[src/rtl/oled_pkg.sv]
// Shared constants and types for the PmodOLED (SSD1331) SPI snooper.
// Panel geometry, window commands and the window-decode FSM states.
package oled_pkg;
    localparam int OLED_W = 96;
    localparam int OLED_H = 64;
    localparam int IDX_W  = 13;

    localparam logic [7:0] CMD_SET_COL = 8'h15;
    localparam logic [7:0] CMD_SET_ROW = 8'h75;

    typedef enum logic [2:0] {
        ST_IDLE,
        ST_COL_S,
        ST_COL_E,
        ST_ROW_S,
        ST_ROW_E
    } win_state_t;

    function automatic logic [6:0] clamp_max(input logic [6:0] v, input logic [6:0] max_v);
        return (v > max_v) ? max_v : v;
    endfunction
endpackage

[src/rtl/spi_byte_rx.sv]
// Synchronises the snooped SPI pins and reassembles MSB-first bytes on sclk rising edges.
// A chip-select release in the middle of a byte drops it and raises a one-cycle abort.
module spi_byte_rx #(
    parameter int SYNC_STAGES = 2
) (
    input  logic       clk,
    input  logic       srst,
    input  logic       i_cs,
    input  logic       i_sdin,
    input  logic       i_sclk,
    input  logic       i_d_cn,
    output logic       o_byte_valid,
    output logic [7:0] o_byte,
    output logic       o_is_data,
    output logic       o_abort
);
    // Pin order {cs, sdin, sclk, d_cn}; cs idles high so reset never fakes a deassert edge.
    localparam logic [3:0] PIN_IDLE = 4'b1000;

    logic [SYNC_STAGES-1:0][3:0] r_sync;
    logic       r_sclk_prev;
    logic       r_cs_prev;
    logic [2:0] r_bit_cnt;
    logic [6:0] r_shift;
    logic       r_byte_valid;
    logic [7:0] r_byte;
    logic       r_is_data;
    logic       r_abort;

    logic [3:0] w_pins;
    logic       w_cs_s;
    logic       w_sdin_s;
    logic       w_sclk_s;
    logic       w_dcn_s;
    logic       w_rise;
    logic       w_cs_release;

    assign w_pins       = {i_cs, i_sdin, i_sclk, i_d_cn};
    assign w_cs_s       = r_sync[SYNC_STAGES-1][3];
    assign w_sdin_s     = r_sync[SYNC_STAGES-1][2];
    assign w_sclk_s     = r_sync[SYNC_STAGES-1][1];
    assign w_dcn_s      = r_sync[SYNC_STAGES-1][0];
    assign w_rise       = w_sclk_s & ~r_sclk_prev & ~w_cs_s;
    assign w_cs_release = w_cs_s & ~r_cs_prev;

    always_ff @(posedge clk) begin
        if (srst) begin
            r_sync       <= {SYNC_STAGES{PIN_IDLE}};
            r_sclk_prev  <= 1'b0;
            r_cs_prev    <= 1'b1;
            r_bit_cnt    <= 3'd0;
            r_shift      <= 7'd0;
            r_byte_valid <= 1'b0;
            r_byte       <= 8'd0;
            r_is_data    <= 1'b0;
            r_abort      <= 1'b0;
        end else begin
            r_sync       <= {r_sync[SYNC_STAGES-2:0], w_pins};
            r_sclk_prev  <= w_sclk_s;
            r_cs_prev    <= w_cs_s;
            r_byte_valid <= 1'b0;
            r_abort      <= 1'b0;
            if (w_cs_release) begin
                if (r_bit_cnt != 3'd0) begin
                    r_abort <= 1'b1;
                end
                r_bit_cnt <= 3'd0;
            end else if (w_rise) begin
                r_shift   <= {r_shift[5:0], w_sdin_s};
                r_bit_cnt <= r_bit_cnt + 3'd1;
                if (r_bit_cnt == 3'd7) begin
                    r_byte_valid <= 1'b1;
                    r_byte       <= {r_shift, w_sdin_s};
                    r_is_data    <= w_dcn_s;
                end
            end
        end
    end

    assign o_byte_valid = r_byte_valid;
    assign o_byte       = r_byte;
    assign o_is_data    = r_is_data;
    assign o_abort      = r_abort;
endmodule

[src/rtl/oled_spi_rx.sv]
// Decodes snooped SSD1331 traffic into command bytes and RGB565 pixels with their linear index.
// Tracks the column/row address window so each pixel lands at row*WIDTH+col.
import oled_pkg::*;

module oled_spi_rx #(
    parameter int WIDTH       = OLED_W,
    parameter int HEIGHT      = OLED_H,
    parameter int SYNC_STAGES = 2
) (
    input  logic             CLOCK,
    input  logic             reset,
    input  logic             cs,
    input  logic             sdin,
    input  logic             sclk,
    input  logic             d_cn,
    output logic             cmd_valid,
    output logic [7:0]       cmd_byte,
    output logic             pix_valid,
    output logic [15:0]      pix_data,
    output logic [IDX_W-1:0] pixel_index,
    output logic             frame_done,
    output logic             err_partial
);
    localparam logic [6:0] COL_MAX = 7'(WIDTH - 1);
    localparam logic [6:0] ROW_MAX = 7'(HEIGHT - 1);

    logic             w_byte_valid;
    logic [7:0]       w_byte;
    logic             w_is_data;
    logic             w_abort;
    logic [6:0]       w_col_clamp;
    logic [6:0]       w_row_clamp;
    logic [IDX_W-1:0] w_row_ext;
    logic [IDX_W-1:0] w_row_base;
    logic [IDX_W-1:0] w_index;

    win_state_t       r_state;
    logic             r_half;
    logic [7:0]       r_hi;
    logic [6:0]       r_col;
    logic [6:0]       r_row;
    logic [6:0]       r_col_start;
    logic [6:0]       r_col_end;
    logic [6:0]       r_row_start;
    logic [6:0]       r_row_end;
    logic             r_cmd_valid;
    logic [7:0]       r_cmd_byte;
    logic             r_pix_valid;
    logic [15:0]      r_pix_data;
    logic [IDX_W-1:0] r_pixel_index;
    logic             r_frame_done;
    logic             r_err_partial;

    spi_byte_rx #(.SYNC_STAGES(SYNC_STAGES)) u_byte_rx (
        .clk          (CLOCK),
        .srst         (reset),
        .i_cs         (cs),
        .i_sdin       (sdin),
        .i_sclk       (sclk),
        .i_d_cn       (d_cn),
        .o_byte_valid (w_byte_valid),
        .o_byte       (w_byte),
        .o_is_data    (w_is_data),
        .o_abort      (w_abort)
    );

    assign w_col_clamp = clamp_max(w_byte[6:0], COL_MAX);
    assign w_row_clamp = clamp_max(w_byte[6:0], ROW_MAX);
    assign w_row_ext   = IDX_W'(r_row);

    // 96 = 64 + 32, so the row base is two shifted copies and needs no multiplier.
    generate
        if (WIDTH == 96) begin : g_mul96
            assign w_row_base = (w_row_ext << 6) + (w_row_ext << 5);
        end else begin : g_mul_any
            assign w_row_base = w_row_ext * IDX_W'(WIDTH);
        end
    endgenerate

    assign w_index = w_row_base + IDX_W'(r_col);

    always_ff @(posedge CLOCK) begin
        if (reset) begin
            r_state       <= ST_IDLE;
            r_half        <= 1'b0;
            r_hi          <= 8'd0;
            r_col         <= 7'd0;
            r_row         <= 7'd0;
            r_col_start   <= 7'd0;
            r_col_end     <= COL_MAX;
            r_row_start   <= 7'd0;
            r_row_end     <= ROW_MAX;
            r_cmd_valid   <= 1'b0;
            r_cmd_byte    <= 8'd0;
            r_pix_valid   <= 1'b0;
            r_pix_data    <= 16'd0;
            r_pixel_index <= '0;
            r_frame_done  <= 1'b0;
            r_err_partial <= 1'b0;
        end else begin
            r_cmd_valid  <= 1'b0;
            r_pix_valid  <= 1'b0;
            r_frame_done <= 1'b0;
            if (w_abort) begin
                r_err_partial <= 1'b1;
            end
            if (w_byte_valid && !w_is_data) begin
                r_cmd_valid <= 1'b1;
                r_cmd_byte  <= w_byte;
                r_half      <= 1'b0;
                if (r_half) begin
                    r_err_partial <= 1'b1;
                end
                case (r_state)
                    ST_IDLE: begin
                        if (w_byte == CMD_SET_COL) begin
                            r_state <= ST_COL_S;
                        end else if (w_byte == CMD_SET_ROW) begin
                            r_state <= ST_ROW_S;
                        end
                    end
                    ST_COL_S: begin
                        r_col_start <= w_col_clamp;
                        r_state     <= ST_COL_E;
                    end
                    ST_COL_E: begin
                        r_col_end <= (w_col_clamp < r_col_start) ? r_col_start : w_col_clamp;
                        r_col     <= r_col_start;
                        r_state   <= ST_IDLE;
                    end
                    ST_ROW_S: begin
                        r_row_start <= w_row_clamp;
                        r_state     <= ST_ROW_E;
                    end
                    ST_ROW_E: begin
                        r_row_end <= (w_row_clamp < r_row_start) ? r_row_start : w_row_clamp;
                        r_row     <= r_row_start;
                        r_state   <= ST_IDLE;
                    end
                    default: r_state <= ST_IDLE;
                endcase
            end else if (w_byte_valid && !r_half) begin
                r_hi   <= w_byte;
                r_half <= 1'b1;
            end else if (w_byte_valid) begin
                r_half        <= 1'b0;
                r_pix_valid   <= 1'b1;
                r_pix_data    <= {r_hi, w_byte};
                r_pixel_index <= w_index;
                // >= keeps a cursor left outside a freshly shrunk window from running away.
                if (r_col >= r_col_end) begin
                    r_col <= r_col_start;
                    if (r_row >= r_row_end) begin
                        r_row        <= r_row_start;
                        r_frame_done <= 1'b1;
                    end else begin
                        r_row <= r_row + 7'd1;
                    end
                end else begin
                    r_col <= r_col + 7'd1;
                end
            end
        end
    end

    assign cmd_valid   = r_cmd_valid;
    assign cmd_byte    = r_cmd_byte;
    assign pix_valid   = r_pix_valid;
    assign pix_data    = r_pix_data;
    assign pixel_index = r_pixel_index;
    assign frame_done  = r_frame_done;
    assign err_partial = r_err_partial;
endmodule

[config.mk]
export PLATFORM = sky130hd
export DESIGN_NAME = oled_spi_rx
export DESIGN_NICKNAME = d
export VERILOG_FILES = /design/src/rtl/oled_pkg.sv /design/src/rtl/spi_byte_rx.sv /design/src/rtl/oled_spi_rx.sv
export SDC_FILE = /design/constraint.sdc
export NUM_CORES = 1
export LEC_CHECK = 0
export ABC_AREA = 1
export BUFFER_PORTS_ARGS = -buffer_cell sky130_fd_sc_hd__buf_4
export CORE_MARGIN = 5
export CORE_UTILIZATION = 55
export DETAILED_ROUTE_END_ITERATION = 10
export GPL_ROUTABILITY_DRIVEN = 0
export PLACE_DENSITY = 0.79
export SYNTH_ARGS = -nofsm -noshare
export SYNTH_HDL_FRONTEND = slang
export SYNTH_SLANG_ARGS = --single-unit
[constraint.sdc]
create_clock -name CLOCK -period 2.4 [get_ports CLOCK]
set_input_delay 0.36 -clock CLOCK [delete_from_list [all_inputs] [get_ports CLOCK]]
set_output_delay 0.36 -clock CLOCK [all_outputs]
set_load 0.005 [all_outputs]
==> results.py, run 1 <==
metrics = {
    "setup_path": {
        "crit_arrival_ns": 2.70,
        "crit_end": "pixel_index[12]",
        "critical-path-max-stage-delay_ns": 0.45,
        "r2r_end": "pixel_index[12]",
        "end_kind": "register",
        "crit_family": "adder cells",
        "reg2reg_depth": 8,
        "worstReg2RegStart": "r_row[1]",
        "required_ns": 2.83,
        "crit_slowest_cell": "fa_1",
        "cp_num_buf_inv": 1,
        "cp_max_fo": 5,
        "start_kind": "register",
        "cp.depth": 8,
        "cp-startpoint": "r_row[1]",
        "crit_chain": "fa_1 > ha_1 > fa_1 > nand4_1 > nand3_1 > xor2_1 > o21ai_0 > inv_1",
        "worstSetupPathType": "register to register",
        "r2r_slack_ns": 0.13,
        "cpMostUsedCell": "fa_1",
    },
    "synthesis": {
        "ys.warnings.count": 0,
        "synth_top_family_by_area": "simple AND/OR/NAND/NOR gates",
        "synth-edff-count": 0,
        "yosysSeqAreaShare_pct": 41.0,
        "synthesis.nets": 856,
        "synthesis.area_mm2": 0.00615,
        "synth_compound_area_share_pct": 15.0,
        "synthAdderAreaFrac_pct": 9.40,
        "synth-async-reset-ratio_pct": 0,
        "synth_cell_types": 42,
        "muxShareOfSynthArea_pct": 0,
        "synth_cells": 805,
        "synth-simple-area-share_pct": 23.0,
        "ys.flop_type": "dfxtp_1",
        "synth-xor-area-share_pct": 1.99,
        "synth_seq_cells": 126,
        "avgSynthCellArea_um2": 7.64,
    },
    "clock_network": {
        "cts-root-buf": "clkbuf_8",
        "numCtsBuffers": 17,
        "path_clk_slew_ns": 0.06,
        "cts_tree": "built",
        "clk_latency_ns": 0.53,
        "cts_sinks": 126,
        "cts_max_level": 4,
        "cts_setup_buffers": 0,
        "clock_path_buffers": 2,
    },
    "power": {
        "pwr-share-seq_pct": 42.7,
        "peakVddDrop_mv": 0.585,
        "power.leakage_uw": 0.00349,
        "combPwrFrac_pct": 1.6,
        "internal-power_uw": 3880,
        "p_per_area_mw_per_mm2": 685,
        "switchingPower_uw": 1050,
        "power_frac_clock_pct": 55.7,
        "p_total_uw": 4930,
        "p_sw_share_pct": 21.2,
    },
    "floorplan": {
        "fp.dieH_um": 116,
        "die_w_um": 116,
        "boundaryPins": 47,
        "initial_core_util_pct": 56.5,
        "core_area_mm2": 0.0109,
        "die_area_mm2": 0.0134,
        "fp-row-count": 38,
    },
    "routing": {
        "avgRoutedWirePerCell_um": 15.1,
        "drt.antenna.violating_nets": 0,
        "route.detailed.drc": 0,
        "viasPerCell": 5.48,
        "drt_first_pass_iters": 5,
        "drt-initial-drc-count": 410,
        "num_vias": 5488,
        "drt-total-wl_mm": 15.1,
    },
    "sta": {
        "finalSetupTns_ns": 0,
        "clock-skew-final_ns": 0.00759,
        "finalSetupViolCount": 0,
        "rsz0062_at_grt": "false",
        "fin_crit_ns": 2.27,
        "drv_slew": 0,
        "fmax_ghz": 0.440,
        "max_slew_margin_pct": 66.0,
        "final_hold_viol_count": 0,
        "fin_crit_sh_pct": 94.7,
        "hold_slack_ns": 0.0284,
        "worst_pin_slew_ns": 0.510,
        "fin_ws_ns": 0.128,
    },
    "final_layout": {
        "register_area_mm2": 0.00252,
        "layout.nets": 899,
        "drive_above_1_share_pct": 13.6,
        "antenna_cells": 0,
        "multi_input_area_mm2": 0.00304,
        "area_growth_pct": 17.0,
        "nFillCells": 864,
    },
    "placed_design": {
        "io_buffers": 46,
        "dp_slack_ns": 0.194,
        "hpwl_mm": 10.0,
    },
    "run": {
        "cap_violations": 0,
    },
    "global_route": {
        "grt_pass1_wl_mm": 24.9,
        "grt_pass1_vias": 5348,
        "antenna_found_initial": 0,
        "gr-total-overflow": 0,
        "grt_max_degree": 51,
        "track_usage_pct": 23.4,
    },
    "status": {
        "status": "completed",
    },
    "worst_hold_path": {
        "hold_class": "primary input to register",
    },
}
-- worst min-delay path, delay by kind of cell --
| family | cells | cell delay (ns) |
|---|---|---|
| buffers and inverters | 2 | 0.10 |
| AND/OR/NAND/NOR | 1 | 0.06 |
-- sequential cells by signal, indices dropped and copies added, names as in the netlist, 7 cells and up --
register and count:
pixel_index 13, r_col_end 7, u_byte_rx.r_sync 8, cmd_byte 8, u_byte_rx.o_byte 8, pix_data 16, r_row_start 7, r_hi 8
r_row_end 7, r_col 7, r_row 7, u_byte_rx.r_shift 7, r_col_start 7
-- kinds of logic (layout without fill, tap and decap cells) --
| logic type | Yosys count | in the layout |
|---|---|---|
| buffers and inverters | 141 | 197 |
| flip-flops | 126 | 126 |
| other | 1 | 1 |
| XOR/XNOR | 14 | 14 |
| adder cells (fa/ha/maj) | 45 | 45 |
| AO/OA/AOI/OAI | 176 | 176 |
| AND/OR/NAND/NOR | 302 | 302 |
-- synthesized netlist by cell type, drive strengths merged (3+ instances only) --
library cell / instances / share of area, %
a21oi: 94 / 7.9
buf: 20 / 2.1
clkbuf: 10 / 0.61
dfxtp: 126 / 41
ha: 43 / 8.8
inv: 109 / 6.7
nand2: 168 / 11
nand3: 56 / 5.0
nand3b: 6 / 0.79
nand4: 13 / 1.7
nor2: 47 / 3.0
nor3: 8 / 1.2
o211ai: 4 / 0.49
o21ai: 71 / 5.8
o21bai: 4 / 0.49
or2: 3 / 0.31
xnor2: 4 / 0.57
xor2: 10 / 1.4
-- power groups by stage --
stage          registers (uW)  logic [uW]  clock network [uW]
6_report                 2100        79.6                2740
5_1_grt                  2100        87.0                2860
4_1_cts                  2100        78.2                2760
3_5_place_dp             2150        75.7                   0
3_3_place_gp             2150        73.4                   0
2_1_floorplan            2150        56.2                   0
-- per-layer routing --
metal | vias up | share of wire (%) | track usage [%]
met4 | 0 | 3.0 | 12.1
met2 | 185 | 48 | 38.4
met1 | 2547 | 43 | 28.8
li1 | 2720 | - | -
met3 | 36 | 5.6 | 5.17
met5 | - | 0 | 0
-- layout by cell type, fill, tap and decap left out, types with 6 or more instances in the layout --
cell type  instances
nand2_1          159
dfxtp_1          125
inv_1            103
a21oi_1           92
o21ai_0           66
buf_4             53
nand3_1           52
nor2_1            45
ha_1              43
clkbuf_16         16
nand4_1           11
xor2_1            10
nand2_2            6
-- how the worst min path moves through the flow --
stage / startpoint / endpoint / slack [ns] / cells past startpoint
detailed placement: u_byte_rx.r_sync[2] / u_byte_rx.r_sync[6] / 0.40 / 2
global placement: u_byte_rx.r_sync[2] / u_byte_rx.r_sync[6] / 0.39 / 2
global route: sdin / u_byte_rx.r_sync[2] / 0.04 / 3
CTS: sdin / u_byte_rx.r_sync[2] / 0.01 / 3
floorplan: u_byte_rx.r_sync[0] / u_byte_rx.r_sync[4] / 0.39 / 2
finish: sdin / u_byte_rx.r_sync[2] / 0.03 / 3
-- stage by stage --
stage                     std cells  instance area (um2)  utilization, %
after global placement          968                 6560            60.2
after floorplan                 805                 6150               -
after global routing           1001                 7200            66.1
after detailed placement        968                 6560            60.2
final                          1001                 7200            66.1
after CTS                      1001                 7190            66.1
-- cell type report --
class | count | area share (%)
Multi-Input combinational cell | 538 | 42.2
Sequential cell | 126 | 35.1
Clock buffer | 21 | 6.24
Inverter | 111 | 5.88
Timing Repair Buffer | 54 | 5.67
Clock inverter | 11 | 2.49
Tap cell | 140 | 2.43
-- timing repair --
action	in CTS	in global routing
setup endpoints to repair	0	1
hold endpoints to repair	1	0
hold buffers	1	0
gates resized for setup	0	1
Power figures use the tool's default switching activity.
==> run 2, diff against run 1 <==
--- a/config.mk
+++ b/config.mk
@@ -5,7 +5,6 @@
 export SDC_FILE = /design/constraint.sdc
 export NUM_CORES = 1
 export LEC_CHECK = 0
-export ABC_AREA = 1
 export BUFFER_PORTS_ARGS = -buffer_cell sky130_fd_sc_hd__buf_4
 export CORE_MARGIN = 5
 export CORE_UTILIZATION = 55
==> constraint.sdc (replaced) <==
create_clock -name CLOCK -period 2.4 [get_ports CLOCK]
set_input_delay 0.12 -clock CLOCK [delete_from_list [all_inputs] [get_ports CLOCK]]
set_output_delay 0.12 -clock CLOCK [all_outputs]
set_load 0.005 [all_outputs]
==> run 2 against run 1 <==
  * Die area is 5.1% lower
  * Clock skew hardly changed
  * Fmax fell by 1.7%
  * Largest cell class unchanged
  * Highest routed layer unchanged
  * Largest power group unchanged
  * Synthesized cell count fell by 13%
  * Hold slack improved by 0.067 ns
  * Synthesized area fell by 5.6%
  * Total power shrank 3.0%
  * Critical path type unchanged
==> results.py, run 2 <==
metrics = {
    "synthesis": {
        "synthAdderAreaFrac_pct": 9.95,
        "avgSynthCellArea_um2": 8.26,
        "synth_cell_types": 51,
        "synth_top_family_by_area": "simple AND/OR/NAND/NOR gates",
        "synthesis.nets": 754,
        "synthesis.area_mm2": 0.00581,
        "ys.flop_type": "dfxtp_1",
        "synth_seq_cells": 126,
        "synth-simple-area-share_pct": 20.0,
        "synth_cells": 703,
        "synth-async-reset-ratio_pct": 0,
        "ys_top_cells_by_area": "dfxtp_1, ha_1, nand2_1",
        "ys.warnings.count": 0,
        "muxShareOfSynthArea_pct": 3.62,
        "synth_compound_area_share_pct": 16.7,
        "netlist.area_leader.share_pct": 43.4,
        "yosysSeqAreaShare_pct": 43.4,
        "synth-xor-area-share_pct": 0.905,
        "yosysTopAreaCell": "dfxtp_1",
        "synth-edff-count": 0,
        "synthTopCellsByCount": "nand2_1, dfxtp_1, a21oi_1",
        "yosysMostFrequentCell": "nand2_1",
    },
    "setup_path": {
        "worstSetupPathType": "register to register",
        "crit_slowest_cell": "a2111oi_0",
        "crit_chain": "inv_1 > ha_1 > and4_1 > a2111oi_0 > o21ai_1 > buf_4 > or3_1 > a31oi_1",
        "crit_family": "compound AO/OA/AOI/OAI gates",
        "end_kind": "register",
        "critical-path-max-stage-delay_ns": 0.44,
        "r2r_slack_ns": 0.09,
        "cp_num_buf_inv": 2,
        "reg2reg_depth": 8,
        "r2r_end": "r_row[0]",
        "cp_max_fo": 14,
        "crit_arrival_ns": 2.74,
        "required_ns": 2.83,
        "worstReg2RegStart": "r_row_end[6]",
        "start_kind": "register",
    },
    "placed_design": {
        "io_buffers": 46,
        "hpwl_mm": 9.54,
        "placed_cells_incl_taps": 879,
        "dpl_cell_area_mm2": 0.00641,
    },
    "power": {
        "power.leakage_uw": 0.00306,
        "p_per_area_mw_per_mm2": 675,
        "peakVddDrop_mv": 0.692,
        "p_total_uw": 4780,
    },
    "final_layout": {
        "layout.nets": 819,
        "drive_above_1_share_pct": 15.8,
        "area_growth_pct": 21.9,
        "instances_no_fill": 916,
        "layout.cells.most_common": "nand2_1",
        "layout_common_cells": "nand2_1, dfxtp_1, a21oi_1",
        "largest_register_ffs": 16,
        "antenna_cells": 0,
        "final_area_mm2": 0.00708,
    },
    "sta": {
        "finalSetupViolCount": 0,
        "fin_crit_ns": 2.31,
        "rsz0062_at_grt": "false",
        "hold_slack_ns": 0.0955,
        "drv_slew": 0,
        "clock-skew-final_ns": 0.00735,
        "worst_pin_slew_ns": 0.644,
        "max_slew_margin_pct": 57.0,
        "fmax_ghz": 0.432,
        "finalSetupTns_ns": 0,
        "final_hold_viol_count": 0,
        "fin_crit_sh_pct": 96.4,
    },
    "routing": {
        "drt.antenna.violating_nets": 0,
        "drt-initial-drc-count": 308,
        "viasPerCell": 5.62,
        "route.detailed.drc": 0,
        "num_vias": 5148,
        "drt-total-wl_mm": 14.0,
        "drt_first_pass_iters": 5,
        "avgRoutedWirePerCell_um": 15.3,
    },
    "floorplan": {
        "boundaryPins": 47,
        "fp.dieH_um": 113,
        "fp-row-count": 37,
        "die_w_um": 113,
        "initial_core_util_pct": 56.2,
        "core_area_mm2": 0.0103,
        "die_area_mm2": 0.0127,
    },
    "clock_network": {
        "path_clk_slew_ns": 0.06,
        "cts_tree": "built",
        "clk_latency_ns": 0.51,
        "clock_path_buffers": 2,
        "numCtsBuffers": 17,
        "cts-root-buf": "clkbuf_8",
        "cts_sinks": 126,
        "cts_max_level": 4,
    },
    "worst_hold_path": {
        "hold_class": "primary input to register",
        "hold_depth": 2,
        "min_from": "reset",
        "holdPathEnd": "pix_valid",
    },
    "run": {
        "cap_violations": 0,
    },
    "status": {
        "status": "completed",
    },
    "global_route": {
        "grt_max_degree": 54,
        "track_usage_pct": 22.5,
        "gr-total-overflow": 0,
        "grt_pass1_wl_mm": 23.6,
        "antenna_found_initial": 0,
        "grt_pass1_vias": 5070,
    },
}
==> run 2: cell types whose count changed after synthesis, moves of 10 or more <==
cell      previous run  this run
a211oi_1             1        12
buf_2               12         2
clkbuf_1            10        34
inv_1              103        44
mux2i_1              0        21
nand2_1            159       133
nand2b_1             0        13
nand3_1             52        10
nor2_1              45        57
nor2b_1              0        11
o21ai_0             66        18
==> run 2: worst max-delay path by stage <==
stage                             from              end  cells after the start
after floorplan               r_row[0]  pixel_index[12]                      9
after global placement        r_col[6]  pixel_index[12]                      9
after detailed placement      r_col[6]  pixel_index[12]                      9
after CTS                     r_col[6]  pixel_index[10]                      9
after global routing          r_col[6]  pixel_index[12]                      9
final                     r_row_end[6]         r_row[0]                      8
==> run 2: power by group <==
part           switching [uW]  internal [uW]
Sequential               7.76           2100
Combinational            58.9           37.2
Clock                     975           1600
==> run 2: cell families (layout without fill, tap and decap cells) <==
kind of cell    after synthesis  after routing
compound gates              161            161
xor+xnor                      6              6
fa+ha+maj                    45             45
buf+inv                      81            158
flops                       126            126
mux                          21             21
other cells                   1              1
simple gates                262            262
==> run 2: metal layers <==
layer | vias up | wire length [um] | part of all wire (%) | GRT usage [%]
met4 | 0 | 381 | 2.7 | 9.78
met5 | - | 0 | 0 | 0
met3 | 35 | 799 | 5.7 | 5.51
li1 | 2514 | - | - | -
met1 | 2426 | 5760 | 41 | 25.9
met2 | 173 | 7040 | 50 | 39.5
==> run 2: through the flow <==
stage               worst slack, ns  utilization (%)
floorplan                   0.00859                -
global placement             0.0568             62.1
detailed placement           0.0154             62.1
CTS                         0.00753             68.3
global route                0.00894             68.5
finish                       0.0875             68.5
==> run 2: layout make-up <==
class	count	area [um2]
Timing Repair Buffer	83	633
Tap cell	136	170
Multi-Input combinational cell	496	2990
Clock inverter	14	184
Sequential cell	126	2520
Inverter	44	165
Clock buffer	17	414
Fill cell	763	3250
==> run 2: repair_timing <==
action	in CTS	in global routing
hold buffers	4	0
hold endpoints to repair	4	0
gates resized for setup	1	3
pin swaps	0	3
setup endpoints to repair	2	6
buffers inserted	0	2
